==> src/rtl/regfile_wb_arbiter_pkg.sv <==
// Shared types for the register-file writeback arbiter: requester identity and the hard-wired zero register.
package wb_pkg;

  typedef enum logic {
    SRC_ALU = 1'b0,
    SRC_LD  = 1'b1
  } wb_src_e;

  localparam int unsigned REG_X0 = 0;

endpackage

==> src/rtl/rr_arbiter2.sv <==
// Two-way round-robin grant between the ALU and load-return writeback requesters.
module rr_arbiter2
  import wb_pkg::*;
(
  input  logic clk,
  input  logic rst,
  input  logic req_alu_i,
  input  logic req_ld_i,
  output logic gnt_alu_o,
  output logic gnt_ld_o
);

  wb_src_e last_q, last_d;

  // Grants are gated by reset so requesters held valid through reset see ready low.
  always_comb begin
    gnt_alu_o = ~rst & req_alu_i & (~req_ld_i | (last_q == SRC_LD));
    gnt_ld_o  = ~rst & req_ld_i  & (~req_alu_i | (last_q == SRC_ALU));
    last_d    = last_q;
    if (gnt_alu_o) begin
      last_d = SRC_ALU;
    end else if (gnt_ld_o) begin
      last_d = SRC_LD;
    end
  end

  always_ff @(posedge clk) begin
    if (rst) begin
      last_q <= SRC_LD;
    end else begin
      last_q <= last_d;
    end
  end

endmodule

==> src/rtl/regfile_wb_arbiter.sv <==
// Shares the regfile write port between ALU and load-return writebacks, registers the granted
// write for one cycle, and tracks outstanding loads to raise a read-hazard stall.
module regfile_wb_arbiter
  import wb_pkg::*;
#(
  parameter int unsigned REGWIDTH  = 5,
  parameter int unsigned DATAWIDTH = 32
) (
  input  logic                 clk,
  input  logic                 rst,
  input  logic                 alu_valid,
  input  logic [REGWIDTH-1:0]  alu_rd,
  input  logic [DATAWIDTH-1:0] alu_data,
  output logic                 alu_ready,
  input  logic                 ld_issue,
  input  logic [REGWIDTH-1:0]  ld_issue_rd,
  input  logic                 ld_valid,
  input  logic [REGWIDTH-1:0]  ld_rd,
  input  logic [DATAWIDTH-1:0] ld_data,
  output logic                 ld_ready,
  input  logic [REGWIDTH-1:0]  rs1,
  input  logic [REGWIDTH-1:0]  rs2,
  output logic                 stall,
  output logic                 RegWrite,
  output logic [REGWIDTH-1:0]  rd_out,
  output logic [DATAWIDTH-1:0] writeData
);

  localparam int unsigned NREGS = 1 << REGWIDTH;
  localparam logic [REGWIDTH-1:0] X0 = REGWIDTH'(REG_X0);

  logic                 we_q, we_d;
  logic [REGWIDTH-1:0]  rd_q, rd_d;
  logic [DATAWIDTH-1:0] data_q, data_d;
  wb_src_e              src_q, src_d;
  logic [NREGS-1:0]     busy_q, busy_d;
  logic                 hz1, hz2;

  rr_arbiter2 u_arb (
    .clk       (clk),
    .rst       (rst),
    .req_alu_i (alu_valid),
    .req_ld_i  (ld_valid),
    .gnt_alu_o (alu_ready),
    .gnt_ld_o  (ld_ready)
  );

  always_comb begin
    we_d   = 1'b0;
    rd_d   = rd_q;
    data_d = data_q;
    src_d  = src_q;
    if (alu_ready) begin
      we_d   = (alu_rd != X0);
      rd_d   = alu_rd;
      data_d = alu_data;
      src_d  = SRC_ALU;
    end else if (ld_ready) begin
      we_d   = (ld_rd != X0);
      rd_d   = ld_rd;
      data_d = ld_data;
      src_d  = SRC_LD;
    end
  end

  // Clear before set so a new reservation issued while the old load retires survives.
  always_comb begin
    busy_d = busy_q;
    if (we_q && (src_q == SRC_LD)) begin
      busy_d[rd_q] = 1'b0;
    end
    if (ld_issue && (ld_issue_rd != X0)) begin
      busy_d[ld_issue_rd] = 1'b1;
    end
  end

  always_ff @(posedge clk) begin
    if (rst) begin
      we_q   <= 1'b0;
      rd_q   <= '0;
      data_q <= '0;
      src_q  <= SRC_ALU;
      busy_q <= '0;
    end else begin
      we_q   <= we_d;
      rd_q   <= rd_d;
      data_q <= data_d;
      src_q  <= src_d;
      busy_q <= busy_d;
    end
  end

  // Masking with rst stops a write captured just before reset from reaching the regfile.
  assign RegWrite  = we_q & ~rst;
  assign rd_out    = rd_q;
  assign writeData = data_q;

  assign hz1   = (rs1 != X0) && (busy_q[rs1] || (RegWrite && (rd_q == rs1)));
  assign hz2   = (rs2 != X0) && (busy_q[rs2] || (RegWrite && (rd_q == rs2)));
  assign stall = hz1 | hz2;

endmodule

==> config.mk <==
export PLATFORM = sky130hd
export DESIGN_NAME = regfile_wb_arbiter
export DESIGN_NICKNAME = d
export VERILOG_FILES = /design/src/rtl/regfile_wb_arbiter_pkg.sv /design/src/rtl/rr_arbiter2.sv /design/src/rtl/regfile_wb_arbiter.sv
export SDC_FILE = /design/constraint.sdc
export NUM_CORES = 1
export LEC_CHECK = 0
export BUFFER_PORTS_ARGS = -buffer_cell sky130_fd_sc_hd__buf_2
export CORE_AREA = 2 2 91 93
export DETAILED_ROUTE_END_ITERATION = 8
export DIE_AREA = 0 0 93 95
export PLACE_DENSITY = 0.82
export SYNTH_ARGS = -nofsm -noshare
export SYNTH_HDL_FRONTEND = slang
export SYNTH_HIERARCHICAL = 1
export SYNTH_SLANG_ARGS = --single-unit
==> constraint.sdc <==
create_clock -name clk -period 2.9 [get_ports clk]
set_input_delay 0.58 -clock clk [delete_from_list [all_inputs] [get_ports clk]]
set_output_delay 0.58 -clock clk [all_outputs]
set_load 0.01 [all_outputs]
# Word level (Yosys, flattened, before mapping)
# Cells that the tools add are included.
# classes
mul,0
n_div,0
n_mux,18
add_sub_neg,0
n_shift,0
n_reduce_logical,17
eq_ne,2
magnitude_cmp,6
bitwise_logic,15
# ops
cell,count
$mux W32,4
$and A32 B32 Y32,1
$not A32 Y32,1
$or A32 B32 Y32,1
$reduce_bool A5 Y1,5
$lt A5 B6 Y1 const B,4
$bmux W1 S5,2
$demux W1 S5,2
$eq A5 B5 Y1,2
$ge A5 B1 Y1 const B,2
$mux W5,2
$logic_and A1 B1 Y1,8
$mux W1,8
$and A1 B1 Y1,5
$not A1 Y1,4
$or A1 B1 Y1,3
$logic_or A1 B1 Y1,2
$reduce_bool A2 Y1,1
$reduce_or A2 Y1,1
# word_totals
ram_bits,0
output_inout_bits,41
inputBits,94
romBits,0
latchBits,0
regBits,72
n_memories,0

# Depth between registers and ports, before layout
# Gate-level depths: netlist of the first run.
# logic_depth
depth_word,9
mapped_depth,9

# By module
# Netlist of the first run, hierarchy kept.
# modules_own_cells
mod,cells_each,area_per_inst_um2,instances
regfile_wb_arbiter,448,3773.6,1
rr_arbiter2,8,60.1,1

# Worst setup path after synthesis of the first run
# No wires, ideal clock.
# synth_timing
kind,in2out
start,in rs2[2]
end,out stall
path_stages,5
path_slack_ps,357
t_required_ps,2320
arrival_time_ps,1963
path_cell_list,buf_2 -> mux4_2 -> mux4_2 -> nor3_2 -> o32ai_1
# synth_between
elab_chain_len,5
elab_cells_between_ends,8
cone_classes,1 x eq/ne; 2 x mux; 1 x bitwise; 4 x reduce/logical
# synth_rtl
item,line,text
start: declaration,regfile_wb_arbiter.sv:22,"input logic [REGWIDTH-1:0] rs2,"
$bmux W1 S5 or $eq A5 B5 Y1 (tied branches),regfile_wb_arbiter.sv:99,assign hz2 = (rs2 != X0) && (busy_q[rs2] || (RegWrite && (rd_q == rs2)));
$mux W1 (implied by the code) or $logic_and A1 B1 Y1 (tied branches),regfile_wb_arbiter.sv:99,
$logic_or A1 B1 Y1,regfile_wb_arbiter.sv:99,
$logic_and A1 B1 Y1 (*),regfile_wb_arbiter.sv:99,
$or A1 B1 Y1 (*),regfile_wb_arbiter.sv:100,assign stall = hz1 | hz2;
end: declaration,regfile_wb_arbiter.sv:23,"output logic stall,"
# Every way passes the cells marked *; elsewhere a longest branch is shown, timed or not. The select of a mux whose other input is x is not followed.

# Final worst setup path of the first run
# layout_timing
start,"reg rd_q[2], in the netlist rd_out[2]"
end,out stall
# layout_between
elab_chain_len,5
elab_cells_between_ends,9
cone_classes,2 x eq/ne; 1 x bitwise; 6 x reduce/logical
# layout_rtl
item,line,text
start: declaration,regfile_wb_arbiter.sv:33,"logic [REGWIDTH-1:0] rd_q, rd_d;"
start signal: assignment,regfile_wb_arbiter.sv:86,rd_q <= rd_d;
$eq A5 B5 Y1 (on tied branches),"regfile_wb_arbiter.sv:98, regfile_wb_arbiter.sv:99",
$logic_and A1 B1 Y1 (on tied branches),"regfile_wb_arbiter.sv:98, regfile_wb_arbiter.sv:99",
$logic_or A1 B1 Y1 (on tied branches),"regfile_wb_arbiter.sv:98, regfile_wb_arbiter.sv:99",
$logic_and A1 B1 Y1 (on tied branches),"regfile_wb_arbiter.sv:98, regfile_wb_arbiter.sv:99",
$or A1 B1 Y1 (*),regfile_wb_arbiter.sv:100,
# Every way passes the cells marked *; elsewhere a longest branch is shown, timed or not.

==> flow_metrics.env, run 1 <==
export IMPL_run_status="complete, no violations"
export IMPL_gr_usage_all_layers_pct=24.3
export IMPL_slew_headroom_pct=55.2
export IMPL_place_congestion=0.859
export IMPL_max_clock_freq_mhz=357
export IMPL_vias=3894
export IMPL_clk_pin_slew_ns=0.08
export IMPL_routedWlPerCell_um=16.0
export IMPL_hold_class="input pin to flop"
export IMPL_r2r_slack_ns=1.15
export IMPL_reg2reg_depth=7
export IMPL_synth_avg_cell_area_um2=8.41
export IMPL_crit_type="flop to primary output"
export IMPL_holdWs_ns=0.462
export IMPL_drive_gt1_share_pct=30.2
export IMPL_power_frac_seq_pct=44.1
export IMPL_timing_critical_path_to="stall"
export IMPL_first_iter_violations=315
export IMPL_dieArea_um2=8840
export IMPL_portBuffers=134
export IMPL_rsz0062_at_grt="no"
export IMPL_first_pass_iters=5
export IMPL_yosys_warnings=6
export IMPL_dpl_hpwl_um=7930
export IMPL_clockBufferDepth=2
export IMPL_setup_tns_ns=0
export IMPL_synth_simple_gate_area_share_pct=20.8
export IMPL_netlist_instances=456
export IMPL_final_min_clock_period_ns=2.80
export IMPL_synthFlopType="dfxtp_1"
export IMPL_die_w_um=93
export IMPL_synth_common_cells="nor2_1, dfxtp_1, a21oi_1"
export IMPL_drt_total_wl_um=10900
export IMPL_p_leak_nw=2.08
export IMPL_r2r_end="writeData[1]"
export IMPL_rows=33
export IMPL_powerDensity_nw_per_um2=502
export IMPL_dp_cells=668
export IMPL_synth_distinct_cells=42
export IMPL_yosysMostFrequentCell="nor2_1"
export IMPL_drc=0
export IMPL_drv_slew=0
export IMPL_diodes=0
export IMPL_syn_to_final_growth_pct=25.9
export IMPL_endpoint_kind="primary output"
export IMPL_p_int_mw=1.80
export IMPL_setup_viol=0
export IMPL_cp_start_kind="flop"
export IMPL_grt_pass1_wl_um=17100
export IMPL_post_cts_buffers=0
export IMPL_ys_ff_latch=72
export IMPL_synth_async_sr_flop_share_pct=0
export IMPL_peakVddDrop_uv=268
export IMPL_switchingPower_uw=618
export IMPL_synth_area_mux_share_pct=20.8
export IMPL_switching_share_pct=25.5
export IMPL_tightest_slew_ns=0.670
export IMPL_setup_ws_ns=0.0976
export IMPL_cts_root_buf="clkbuf_8"
export IMPL_r2r_start="u_arb/last_q"
export IMPL_clkPwrFrac_pct=40.1
export IMPL_maxCapViolCount=0
export IMPL_cts_hold_buffers=0
export IMPL_viasPerCell=5.69
export IMPL_final_setup_skew_ns=0.0109
export IMPL_cts_buffers=9
export IMPL_dp_worst_setup_slack_ns=0.0713
export IMPL_gr_total_overflow=0
export IMPL_synth_top_family_by_area="multiplexers"
export IMPL_finalCritPeriodShare_pct=96.6
export IMPL_yosysSeqAreaShare_pct=37.6
export IMPL_startpoint="rd_out[2]"
export IMPL_synth_fa_ha_area_share_pct=0
export IMPL_grt_max_degree=65
export IMPL_detail_route_antenna_nets=0
export IMPL_final_area_um2=4830
export IMPL_num_io_pins=135
export IMPL_insertion_delay_ns=0.34
export IMPL_antenna_found_initial=0
export IMPL_cts_resized=0
export IMPL_core_area_um2=7930
export IMPL_nNetsFinal=668
export IMPL_synth_xor_area_share_pct=2.06
export IMPL_synth_area_leaders="dfxtp_1, mux2i_1, a21oi_1, nor2_1, mux4_2"
export IMPL_synth_area_um2=3830
export IMPL_die_h_um=95
export IMPL_path_max_fanout=12
export IMPL_final_cell_count_no_fill=684
export IMPL_grt_pass1_vias=3628
export IMPL_cts_tree="built"
export IMPL_mappedNetlistNets=550
export IMPL_synth_edff_count=0
export IMPL_initial_utilization_pct=48.4
export IMPL_cts_max_level=3
export IMPL_p_comb_share_pct=15.8
export IMPL_clkSinkCount=72
export IMPL_worstPathArrival_ns=2.22
export IMPL_yosys_area_top_type_share_pct=37.6
export IMPL_place_area_um2=4580
export IMPL_hold_viol_final=0
export IMPL_cp_required_ns=2.32
export IMPL_synth_compound_area_share_pct=14.5
export IMPL_synth_top_cell_by_area="dfxtp_1"
-- flip-flops by register name (all words and copies together), names as in the netlist --
| name | flops |
|---|---|
| u_arb/last_q | 1 |
| we_q | 1 |
| src_q | 1 |
| rd_out | 5 |
| busy_q | 32 |
| writeData | 32 |
-- routing by layer --
layer | track usage (%) | vias up | part of all wire [%]
met5 | 0 | - | 0
met4 | 6.74 | 0 | 1.3
met3 | 5.27 | 22 | 8.1
met2 | 40.9 | 206 | 51
met1 | 31.7 | 1823 | 40
li1 | - | 1843 | -
-- power groups by stage --
stage / combinational (mW) / sequential [mW] / clock [mW]
4_1_cts: 0.380 / 1.07 / 0.981
3_5_place_dp: 0.377 / 1.09 / 0
3_3_place_gp: 0.366 / 1.09 / 0
2_1_floorplan: 0.219 / 1.09 / 0
5_1_grt: 0.421 / 1.07 / 1.03
6_report: 0.382 / 1.07 / 0.971
-- cells in the final DEF (no fill, tap or decap), types with 2 or more instances in the layout --
| cell type | n |
|---|---|
| o21ai_0 | 32 |
| mux4_1 | 7 |
| nor3b_1 | 6 |
| nand2_1 | 41 |
| xor2_1 | 3 |
| and3_1 | 2 |
| nand4_1 | 2 |
| buf_12 | 2 |
| and3_2 | 2 |
| nor3_1 | 6 |
| nand3_1 | 3 |
| and3b_1 | 3 |
| or3_1 | 2 |
| clkbuf_8 | 10 |
| a21oi_1 | 69 |
| nor2b_1 | 3 |
| dfxtp_1 | 72 |
| buf_2 | 133 |
| mux4_2 | 9 |
| xnor2_1 | 6 |
| bufinv_16 | 3 |
| nand3b_1 | 5 |
| nand4b_1 | 2 |
| nor2_1 | 86 |
| mux2i_1 | 40 |
| buf_4 | 8 |
-- critical path: stages, from the launching register on --
cell      delay [ns]
dfxtp_1         0.67
xor2_1          0.13
nor3_1          0.28
nand4b_1        0.16
nor4b_1         0.19
o32ai_1         0.27
buf_2           0.18
-- per-stage QoR --
stage	total power, mW	util (%)
after detailed placement	1.47	57.7
final	2.42	60.9
after CTS	2.43	60.8
after global placement	1.45	57.7
after global routing	2.52	60.9
after floorplan	1.31	-
-- cell type report --
| cell class | instances | area [µm²] |
|---|---|---|
| inverter | 1 | 3.75 |
| sequential | 72 | 1440 |
| multi-input combinational | 346 | 2230 |
| clock buffer | 11 | 141 |
| fill | 693 | 3100 |
| tap | 105 | 131 |
| clock inverter | 5 | 104 |
| timing repair buffer | 144 | 773 |
-- how the worst min path moves through the flow --
| stage | startpoint | endpoint | slack [ns] | cells after the start |
|---|---|---|---|---|
| after floorplan | busy_q[6] | busy_q[6] | 0.46 | 2 |
| after global placement | u_arb/last_q | u_arb/last_q | 0.47 | 2 |
| after detailed placement | busy_q[0] | busy_q[0] | 0.48 | 1 |
| after CTS | alu_data[20] | writeData[20] | 0.45 | 3 |
| after global routing | alu_data[2] | writeData[2] | 0.46 | 3 |
| final | alu_data[26] | writeData[26] | 0.46 | 3 |
-- kinds of logic (layout without fill, tap and decap cells) --
group           count (synthesis)  count (layout)
mux                            57              57
buf+inv                        38             161
simple gates                  173             173
compound gates                107             107
flops                          72              72
xor+xnor                        9               9
Note: power is estimated with default switching activity, not from simulation.
==> run 2: changes to the inputs <==
- BUFFER_PORTS_ARGS: -buffer_cell sky130_fd_sc_hd__buf_2 -> -buffer_cell sky130_fd_sc_hd__buf_4
==> run 2 against run 1 <==
  * Core utilization grew 3.6 points
  * Highest routed layer unchanged
  * Sequential share of layout area is 1.6 points lower
  * Power shrank 3.8%
  * Largest power group unchanged
==> flow_metrics.env, run 2 (synthesis results as in run 1) <==
export IMPL_initial_utilization_pct=48.4
export IMPL_worst_path_most_repeated_cell="buf_4"
export IMPL_nFillCells=663
export IMPL_worstPathCellList="buf_4 > mux4_1 > mux4_2 > nor3_2 > o32ai_1 > buf_4"
export IMPL_syn_to_final_growth_pct=33.2
export IMPL_max_clock_freq_mhz=366
export IMPL_rows=33
export IMPL_run_status="complete, no violations"
export IMPL_cts_tree="built"
export IMPL_gr_usage_all_layers_pct=25.0
export IMPL_vias=3866
export IMPL_diodes=0
export IMPL_clk_pin_slew_ns=0.09
export IMPL_detail_route_antenna_nets=0
export IMPL_final_cell_mix="buf_4, nor2_1, dfxtp_1"
export IMPL_final_util_pct=64.4
export IMPL_drt_total_wl_um=11200
export IMPL_path_max_fanout=10
export IMPL_clkSinkCount=72
export IMPL_die_w_um=93
export IMPL_powerDensity_nw_per_um2=456
export IMPL_grt_pass1_wl_um=17600
export IMPL_hold_depth=3
export IMPL_cp_required_ns=2.32
export IMPL_nNetsFinal=668
export IMPL_setup_tns_ns=0
export IMPL_clockBufferDepth=2
export IMPL_timing_critical_path_to="stall"
export IMPL_first_pass_iters=7
export IMPL_die_h_um=95
export IMPL_timing_critical_path_buf_inv=2
export IMPL_dpl_hpwl_um=8110
export IMPL_viasPerCell=5.65
export IMPL_gr_total_overflow=0
export IMPL_drc=0
export IMPL_tightest_slew_ns=0.642
export IMPL_startpoint="rs2[0]"
export IMPL_rsz0062_at_grt="no"
export IMPL_finalCritPeriodShare_pct=94.3
export IMPL_reg2reg_depth=6
export IMPL_grt_max_degree=58
export IMPL_cts_root_buf="clkbuf_8"
export IMPL_crit_type="input pin to primary output"
export IMPL_portBuffers=134
export IMPL_cpPeakStageDelay_ns=0.57
export IMPL_r2r_end="writeData[23]"
export IMPL_dieArea_um2=8840
export IMPL_final_min_clock_period_ns=2.73
export IMPL_cts_max_level=3
export IMPL_cts_buffers=9
export IMPL_cts_hold_buffers=0
export IMPL_peakVddDrop_uv=315
export IMPL_p_leak_nw=2.14
export IMPL_first_iter_violations=267
export IMPL_final_setup_skew_ns=0.0160
export IMPL_cp_num_cells=6
export IMPL_core_area_um2=7930
export IMPL_hold_class="input pin to flop"
export IMPL_endpoint_kind="primary output"
export IMPL_cts_resized=0
export IMPL_worstPathArrival_ns=2.15
export IMPL_layout_commonest_cell="buf_4"
export IMPL_r2r_start="u_arb/last_q"
export IMPL_p_total_mw=2.33
export IMPL_worst_path_max_delay_cell="mux4_1"
export IMPL_maxCapViolCount=0
export IMPL_setup_viol=0
export IMPL_grt_pass1_vias=3778
export IMPL_drv_slew=0
export IMPL_num_io_pins=135
export IMPL_routedWlPerCell_um=16.4
export IMPL_antenna_found_initial=0
export IMPL_drive_gt1_share_pct=30.2
export IMPL_hold_viol_final=0
export IMPL_r2r_slack_ns=1.20
export IMPL_holdWs_ns=0.466
export IMPL_cp_start_kind="input pin"
export IMPL_insertion_delay_ns=0.34
export IMPL_place_congestion=0.855
export IMPL_cp_top_family="multiplexers"
export IMPL_post_cts_buffers=0
export IMPL_slew_headroom_pct=57.1
==> run 2: changes by cell type in the layout (fill, tap and decap cells not counted), sizes merged <==
cell      before  now
buf          143  144
bufinv         3    1
clkinv         2    1
clkinvlp       0    1
inv            1    2
==> run 2: worst min path at each step <==
stage / endpoint / slack [ns] / startpoint
floorplan: busy_q[6] / 0.46 / busy_q[6]
global placement: busy_q[11] / 0.47 / busy_q[11]
detailed placement: busy_q[11] / 0.48 / busy_q[11]
CTS: writeData[30] / 0.46 / alu_data[30]
global route: rd_out[1] / 0.47 / alu_rd[1]
finish: writeData[26] / 0.47 / alu_data[26]
==> run 2: area by class of cell <==
| type | count | area [µm²] | share of cell area [%] |
|---|---|---|---|
| clock buffers | 12 | 155 | 3.04 |
| clock inverters | 4 | 51.3 | 1.00 |
| inverters | 1 | 3.75 | 0.0735 |
| multi-input cells | 346 | 2230 | 43.7 |
| flip-flops and latches | 72 | 1440 | 28.2 |
| well taps | 105 | 131 | 2.57 |
| repair buffers | 144 | 1090 | 21.4 |
==> run 2: worst min-delay path: cells and delay by family <==
family / cells / cell delay [ns]
buffers and inverters: 1 / 0.08
AND/OR/NAND/NOR: 1 / 0.07
AO/OA/AOI/OAI: 1 / 0.05
==> run 2: power breakdown <==
part           internal, mW  switching [mW]  total [mW]  leakage (nW)
Clock                 0.447           0.377       0.823         0.103
Sequential             1.03          0.0350        1.07         0.587
Combinational         0.229           0.210       0.439          1.45
==> run 2: layer usage <==
metal / GRT usage (%) / vias up / share of wire (%)
met5: 0 / - / 0
met4: 11.4 / 0 / 3.1
met3: 4.95 / 34 / 7.3
met2: 42.1 / 180 / 50
met1: 31.1 / 1805 / 40
li1: - / 1847 / -
==> run 2: per-stage QoR <==
step | std cells | setup WS (ns) | cell area, µm²
4_1_cts | 684 | 0.162 | 5110
2_1_floorplan | 456 | 0.357 | 3830
3_5_place_dp | 668 | 0.162 | 4900
3_3_place_gp | 668 | 0.188 | 4900
6_report | 684 | 0.165 | 5110
5_1_grt | 684 | 0.0300 | 5110
